===== config.mk =====
export PLATFORM = sky130hd
export DESIGN_NAME = mem_word_arbiter_flat
export DESIGN_NICKNAME = d
export VERILOG_FILES = /design/src/rtl/mem_word_arbiter_if.sv /design/src/rtl/mem_word_arbiter.sv /design/src/flat_wrapper.sv
export SDC_FILE = /design/constraint.sdc
export NUM_CORES = 1
export LEC_CHECK = 0
export BUFFER_PORTS_ARGS = -buffer_cell sky130_fd_sc_hd__buf_2
export CORE_MARGIN = 2
export CORE_UTILIZATION = 25
export CTS_CLUSTER_DIAMETER = 80
export DETAILED_ROUTE_END_ITERATION = 8
export HOLD_SLACK_MARGIN = 0.12
export PLACE_DENSITY = 0.49
export SETUP_SLACK_MARGIN = 0.4
export SYNTH_ARGS = -nofsm -noshare
export SYNTH_HDL_FRONTEND = slang
export SYNTH_SLANG_ARGS = --single-unit

===== constraint.sdc =====
create_clock -name clock -period 1.4 [get_ports clock]
set_input_delay 0.07 -clock clock [delete_from_list [all_inputs] [get_ports clock]]
set_output_delay 0.07 -clock clock [all_outputs]
set_load 0.02 [all_outputs]

===== src/rtl/mem_word_arbiter_if.sv =====
// Bus bundle between the two requesters, the arbiter and the byte memory.
// The arbiter takes the slave view; the requesters and memory take the master view.
interface mem_word_arbiter_if;
    logic        if_req;
    logic [7:0]  if_addr;
    logic        if_ack;
    logic [31:0] if_rdata;
    logic        d_req;
    logic        d_we;
    logic [7:0]  d_addr;
    logic [7:0]  d_wdata;
    logic        d_ack;
    logic [7:0]  d_rdata;
    logic [7:0]  mem_A;
    logic [7:0]  mem_WD;
    logic        mem_WE;
    logic [7:0]  mem_RD;
    logic        busy;

    modport master (
        output if_req, if_addr, d_req, d_we, d_addr, d_wdata, mem_RD,
        input  if_ack, if_rdata, d_ack, d_rdata, mem_A, mem_WD, mem_WE, busy
    );

    modport slave (
        input  if_req, if_addr, d_req, d_we, d_addr, d_wdata, mem_RD,
        output if_ack, if_rdata, d_ack, d_rdata, mem_A, mem_WD, mem_WE, busy
    );
endinterface


===== src/rtl/mem_word_arbiter.sv =====
// Round-robin arbiter sharing one byte memory between a 4-beat word fetch port
// and a single-byte load/store port.
module mem_word_arbiter (
    input  logic            clock,
    input  logic            reset_n,
    mem_word_arbiter_if.slave bus
);
    typedef enum logic [2:0] {IDLE, FETCH, DRD, DWR, ACK} state_t;

    state_t      state_reg, state_next;
    logic [1:0]  cnt_reg;
    logic [7:0]  base_reg;
    logic [7:0]  addr_reg;
    logic [7:0]  wdata_reg;
    logic        grant_d_reg;
    logic        last_d_reg;
    logic [7:0]  d_rdata_reg;
    logic [7:0]  lane_reg [4];
    logic        any_req;
    logic        pick_d;

    assign any_req = bus.if_req | bus.d_req;
    // Data wins when alone, or on conflict when fetch was granted last.
    assign pick_d  = bus.d_req & (~bus.if_req | ~last_d_reg);

    always_ff @(posedge clock) begin
        if (!reset_n) state_reg <= IDLE;
        else          state_reg <= state_next;
    end

    always_comb begin
        state_next = IDLE;
        case (state_reg)
            IDLE: begin
                if (!any_req)    state_next = IDLE;
                else if (!pick_d) state_next = FETCH;
                else if (bus.d_we) state_next = DWR;
                else             state_next = DRD;
            end
            FETCH:   state_next = (cnt_reg == 2'd3) ? ACK : FETCH;
            DRD:     state_next = ACK;
            DWR:     state_next = ACK;
            ACK:     state_next = IDLE;
            default: state_next = IDLE;
        endcase
    end

    always_ff @(posedge clock) begin
        if (!reset_n) begin
            cnt_reg     <= 2'd0;
            base_reg    <= 8'd0;
            addr_reg    <= 8'd0;
            wdata_reg   <= 8'd0;
            grant_d_reg <= 1'b0;
            last_d_reg  <= 1'b0;
            d_rdata_reg <= 8'd0;
        end else begin
            if (state_reg == IDLE && any_req) begin
                grant_d_reg <= pick_d;
                last_d_reg  <= pick_d;
                base_reg    <= bus.if_addr;
                addr_reg    <= bus.d_addr;
                wdata_reg   <= bus.d_wdata;
                cnt_reg     <= 2'd0;
            end
            if (state_reg == FETCH) cnt_reg <= cnt_reg + 2'd1;
            if (state_reg == DRD)   d_rdata_reg <= bus.mem_RD;
        end
    end

    // One register per byte lane so unfetched lanes hold until their beat.
    generate
        for (genvar gi = 0; gi < 4; gi++) begin : g_lane
            always_ff @(posedge clock) begin
                if (!reset_n)
                    lane_reg[gi] <= 8'd0;
                else if (state_reg == FETCH && cnt_reg == 2'(gi))
                    lane_reg[gi] <= bus.mem_RD;
            end
            assign bus.if_rdata[8*gi +: 8] = lane_reg[gi];
        end
    endgenerate

    assign bus.d_rdata = d_rdata_reg;

    always_comb begin
        bus.mem_A  = 8'd0;
        bus.mem_WD = 8'd0;
        bus.mem_WE = 1'b0;
        bus.if_ack = 1'b0;
        bus.d_ack  = 1'b0;
        bus.busy   = (state_reg != IDLE);
        case (state_reg)
            FETCH: bus.mem_A = base_reg + {6'd0, cnt_reg};
            DRD:   bus.mem_A = addr_reg;
            DWR: begin
                bus.mem_A  = addr_reg;
                bus.mem_WD = wdata_reg;
                bus.mem_WE = 1'b1;
            end
            ACK: begin
                bus.if_ack = ~grant_d_reg;
                bus.d_ack  = grant_d_reg;
            end
            default: ;
        endcase
    end
endmodule


===== src/flat_wrapper.sv =====
// flat-port wrapper written by rule: the top's interface ports become plain ports
module mem_word_arbiter_flat 
  (clock, reset_n, bus_if_req, bus_if_addr, bus_d_req, bus_d_we, bus_d_addr, bus_d_wdata, bus_mem_RD, bus_if_ack, bus_if_rdata, bus_d_ack, bus_d_rdata, bus_mem_A, bus_mem_WD, bus_mem_WE, bus_busy);
  mem_word_arbiter_if bus_i ();
  input  logic clock;
  input  logic reset_n;
  input wire logic [$bits(bus_i.if_req)-1:0] bus_if_req;
  input wire logic [$bits(bus_i.if_addr)-1:0] bus_if_addr;
  input wire logic [$bits(bus_i.d_req)-1:0] bus_d_req;
  input wire logic [$bits(bus_i.d_we)-1:0] bus_d_we;
  input wire logic [$bits(bus_i.d_addr)-1:0] bus_d_addr;
  input wire logic [$bits(bus_i.d_wdata)-1:0] bus_d_wdata;
  input wire logic [$bits(bus_i.mem_RD)-1:0] bus_mem_RD;
  output wire logic [$bits(bus_i.if_ack)-1:0] bus_if_ack;
  output wire logic [$bits(bus_i.if_rdata)-1:0] bus_if_rdata;
  output wire logic [$bits(bus_i.d_ack)-1:0] bus_d_ack;
  output wire logic [$bits(bus_i.d_rdata)-1:0] bus_d_rdata;
  output wire logic [$bits(bus_i.mem_A)-1:0] bus_mem_A;
  output wire logic [$bits(bus_i.mem_WD)-1:0] bus_mem_WD;
  output wire logic [$bits(bus_i.mem_WE)-1:0] bus_mem_WE;
  output wire logic [$bits(bus_i.busy)-1:0] bus_busy;
  assign bus_i.if_req = bus_if_req;
  assign bus_i.if_addr = bus_if_addr;
  assign bus_i.d_req = bus_d_req;
  assign bus_i.d_we = bus_d_we;
  assign bus_i.d_addr = bus_d_addr;
  assign bus_i.d_wdata = bus_d_wdata;
  assign bus_i.mem_RD = bus_mem_RD;
  assign bus_if_ack = bus_i.if_ack;
  assign bus_if_rdata = bus_i.if_rdata;
  assign bus_d_ack = bus_i.d_ack;
  assign bus_d_rdata = bus_i.d_rdata;
  assign bus_mem_A = bus_i.mem_A;
  assign bus_mem_WD = bus_i.mem_WD;
  assign bus_mem_WE = bus_i.mem_WE;
  assign bus_busy = bus_i.busy;
  mem_word_arbiter u_core (.clock(clock), .reset_n(reset_n), .bus(bus_i));
endmodule

== After elaboration in Yosys (flattened, before gate mapping) ==
Memories as Yosys holds them, arrays and structs flattened.
Index checks and enable logic that the tools add are counted.
Word-level totals
  flip-flop bits (word level): 38
  RAM bits: 32
  bits of input ports: 37
  word-level logic and storage cells: 65
  memories kept: 1
Operators by class
  $add $sub $neg: 2
  equality and inequality tests: 7
  multiplexer cells: 29
  bitwise operators: 9
  reduce and logical (&&, ||, !) cells: 10
Memories
  u_core.lane_reg: depth 4, bits a word 8, rd ports 4, clocked after memory_dff 0, wr ports 4, RTL line mem_word_arbiter.sv:18  | logic [7:0] lane_reg [4];
Operator list (number)
  $mux W8: 5
  $mux W1: 17
  $pmux W8 S2: 1
  $mux W3: 3
  $pmux W3 S3: 1
  $add A8 B2 Y8: 1
  $eq A3 B2 Y1 const B: 2
  $or A1 B1 Y1: 6
  $logic_and A1 B1 Y1: 5
  $eq A2 B2 Y1 const B: 2
  $mux W2: 2
  $eq A3 B1 Y1 const B: 1
  $eq A3 B3 Y1 const B: 1
  $logic_not A3 Y1: 1
  $reduce_bool A3 Y1: 1
  $add A2 B1 Y2 const B: 1
  $eq A2 B1 Y1 const B: 1
  $logic_not A2 Y1: 1
  $not A1 Y1: 2
  $reduce_bool A2 Y1: 1
  $reduce_or A2 Y1: 1
  $and A1 B1 Y1: 1

== Depth between registers and ports, before layout ==
  word-level depth: 6
  mapped depth: 6

== Least setup slack after synthesis ==
Ideal clock, no wire load.
  kind: flip-flop to output port
  from: register u_core.cnt_reg[0]
  to: output bus_mem_A[4]
  arrival: 1.592 ns
  slack: -0.262 ns
  cell stages (with the launch flop): 6
  buffers on the path: 0
  cells stage by stage: dfxtp_1 ha_1 fa_1 nand3_1 xor2_1 o21ai_0
Between the ends
  cells in the longest elaborated chain, start to end: 2
Ends and longest elaborated chain
  start: declaration: RTL line mem_word_arbiter.sv:11  | logic [1:0] cnt_reg;
  start signal: assignment: RTL line mem_word_arbiter.sv:66  | if (state_reg == FETCH) cnt_reg <= cnt_reg + 2'd1;
  $add A8 B2 Y8: RTL line mem_word_arbiter.sv:94  | FETCH: bus.mem_A = base_reg + {6'd0, cnt_reg};
  $pmux W8 S2: RTL line mem_word_arbiter.sv:93  | case (state_reg)
  end: declaration: RTL line flat_wrapper.sv:18  | output wire logic [$bits(bus_i.mem_A)-1:0] bus_mem_A;
No other way between the ends.

== Worst setup path in the final report ==
  from: register u_core.base_reg[1]
  to: output bus_mem_A[6]
Between the ends
  cells in the longest elaborated chain, start to end: 2
Ends and longest elaborated chain
  start: declaration: RTL line mem_word_arbiter.sv:12  | logic [7:0] base_reg;
  start signal: assignment: RTL line mem_word_arbiter.sv:61  | base_reg <= bus.if_addr;
  $add A8 B2 Y8: RTL line mem_word_arbiter.sv:94
  $pmux W8 S2: RTL line mem_word_arbiter.sv:93
No other way between the ends.

==> flow_summary.toml <==
[detailed_routing]
drt-total-wl_um = 9470
vias_per_cell = 4.49
drtIter0Drc = 110
drc = 0
routedWlPerCell_um = 15.3
vias = 2778
antenna_left = 0
dr.pass1.iters = 4

[finish]
nFillCells = 1089
num-nets-final = 511
final_cell_mix = "buf_2 (75), nand2_1 (41), buf_6 (40)"
syn_to_final_growth_pct = 86.1
final_common_cell = "buf_2"
regArea_um2 = 1750
drive_above_1_share_pct = 55.9
stdcell_area_um2 = 5660
multiInputGateArea_um2 = 1910
largest_reg_flops = 32
diodes = 0

[timing]
worst_slew_margin_rel_pct = 76.8
min_period_ns = 1.79
fmax_mhz = 559
setup-violations-final = 87
rsz0062_at_grt = "yes"
holdWs_ns = 0.121
slew_violations = 0
hold_viol = 0
setup_ws_ns = -0.388
tightest_slew_ns = 0.348
skew_ns = 0.00870
fin_crit_sh_pct = 128

[floorplan]
rows = 40
coreArea_um2 = 12000
die_h_um = 114
die_w_um = 114
die_area_um2 = 13100
ios = 97
start_util_pct = 25.4

[yosys]
synth_warnings = 0
syn_nets = 335
ys_async_sr_fraction_pct = 0
avgSynthCellArea_um2 = 10.5
synth_edf_count = 32
post_synth_num_cell_types = 38
synth_ff_type = "dfxtp_1"
synth_cells = 291
netlist_area_um2 = 3040
synth-seq-area-share_pct = 56.6
synth_seq_cells = 70

[status]
violations = "negative setup slack"
status = "finished with violations"

[setup_path]
worst-path-buf-inv = 2
crit_type = "reg -> out"
crit_family = "adder cells"
critPathMaxStageDelay_ns = 0.43
crit_fanout = 3
end_kind = "primary output"
worstPathCellList = "buf_4 -> fa_2 -> nand2_2 -> xor2_2 -> o21ai_4 -> buf_6"
worstPathArrival_ns = 1.72
crit_path_top_delay_cell = "fa_2"
startpoint_type = "flip-flop"
crit_required_ns = 1.33

[grt]
gr-total-overflow = 0
grt.total_usage_pct = 14.4
grt_pass1_wl_um = 14400
grt_pass1_vias = 2794
grt_max_degree = 27
antenna_found_initial = 0

[cts]
cts_made_buffers = 9
cts_tree = "done"
clk_pin_slew_worst_paths_ns = 0.06
max-clock-path-buffers = 2
clock_sinks = 70
clk_latency_ns = 0.33
htree_levels = 3
cts-root-buf = "clkbuf_16"

[run]
drv_cap = 0

[placed_design]
placed_area_um2 = 4050
place_hpwl_um = 5660
io_buffers = 96
gp_congestion = 0.722
place_ws_ns = -0.108

[hold_path]
hold_class = "in -> reg"

[power]
powerDensity_nw_per_um2 = 1130
p_leak_nw = 2.44
ir_drop_uv = 488
==> area by class of cell <==
cell class	instances	share of cell area, %
clock buffers	11	4.11
flip-flops and latches	70	30.8
repair buffers	179	26.9
clock inverters	5	1.06
well taps	147	3.25
inverters	3	0.243
multi-input cells	204	33.7
==> final timing paths <==
check                      startpoint               endpoint  slack, ns  depth (start not counted)
setup / recovery   u_core.base_reg[1]           bus_mem_A[6]      -0.39                          6
hold / removal          bus_mem_RD[2]  u_core.bus.d_rdata[2]       0.12                          3
setup reg to reg  u_core.state_reg[0]     u_core.addr_reg[2]      -0.11                          8
hold reg to reg   u_core.wdata_reg[1]    u_core.wdata_reg[1]       0.45                          2
==> timing repair <==
item / CTS / global route
pin swaps: 25 / 49
resized for setup: 90 / 79
hold buffers: 32 / 0
endpoints found under the hold margin: 33 / 0
cloned: 5 / 1
setup endpoints to repair: 121 / 123
setup buffers: 16 / 12
==> where the power goes <==
part	total (mW)	internal (mW)	switching, mW
clock	2.29	1.39	0.899
sequential	2.39	2.30	0.0900
combinational	1.75	0.864	0.882
total	6.42	4.55	1.87
==> layer usage <==
layer	vias up	wire, um	track usage (%)
met4	0	62	3.66
met2	94	4600	25.0
met5	-	0	0
li1	1366	-	-
met3	7	554	3.92
met1	1311	4250	17.6
==> cells by family after synthesis <==
family | synth area share [%]
XOR/XNOR | 1.73
AND/OR/NAND/NOR | 23.3
flip-flops | 56.6
multiplexers | 2.63
buffers and inverters | 3.08
adder cells (fa/ha/maj) | 3.12
AO/OA/AOI/OAI | 9.58
==> worst min-delay path: cells and delay by family <==
kind	cells	cell delay, ns
and+or+nand+nor	1	0.09
buffers and inverters	1	0.15
muxes	1	0.09
==> metrics by stage <==
step / std cells / total power [mW] / util, % / TNS, ns
finish: 619 / 6.42 / 47.4 / -6.34
global route: 619 / 6.68 / 47.4 / -12.21
CTS: 606 / 6.14 / 43.5 / -4.40
detailed placement: 537 / 3.46 / 33.9 / -0.359
global placement: 537 / 3.45 / 33.9 / -0.262
floorplan: 291 / 3.12 / - / 0
==> synthesized netlist by cell type (all sizes together), types with 2 or more instances <==
library cell  instances  share of area (%)
a21oi                 3               0.62
clkbuf                9                1.1
a21boi               26                6.4
a22o                  2               0.58
dfxtp                38                 25
xor2                  5                1.4
and3                 32                6.6
mux2i                 8                2.6
nor2b                 9                1.8
nand3                 4               0.66
nand2                69                8.5
ha                    6                2.5
and2                  9                1.8
nor2                  6               0.99
inv                   3               0.37
nand2b                2               0.41
nor3                  2               0.49
buf                   6                1.6
o21ai                 9                1.7
edfxtp               32                 32
No activity file was read; power rests on OpenSTA's default activity.
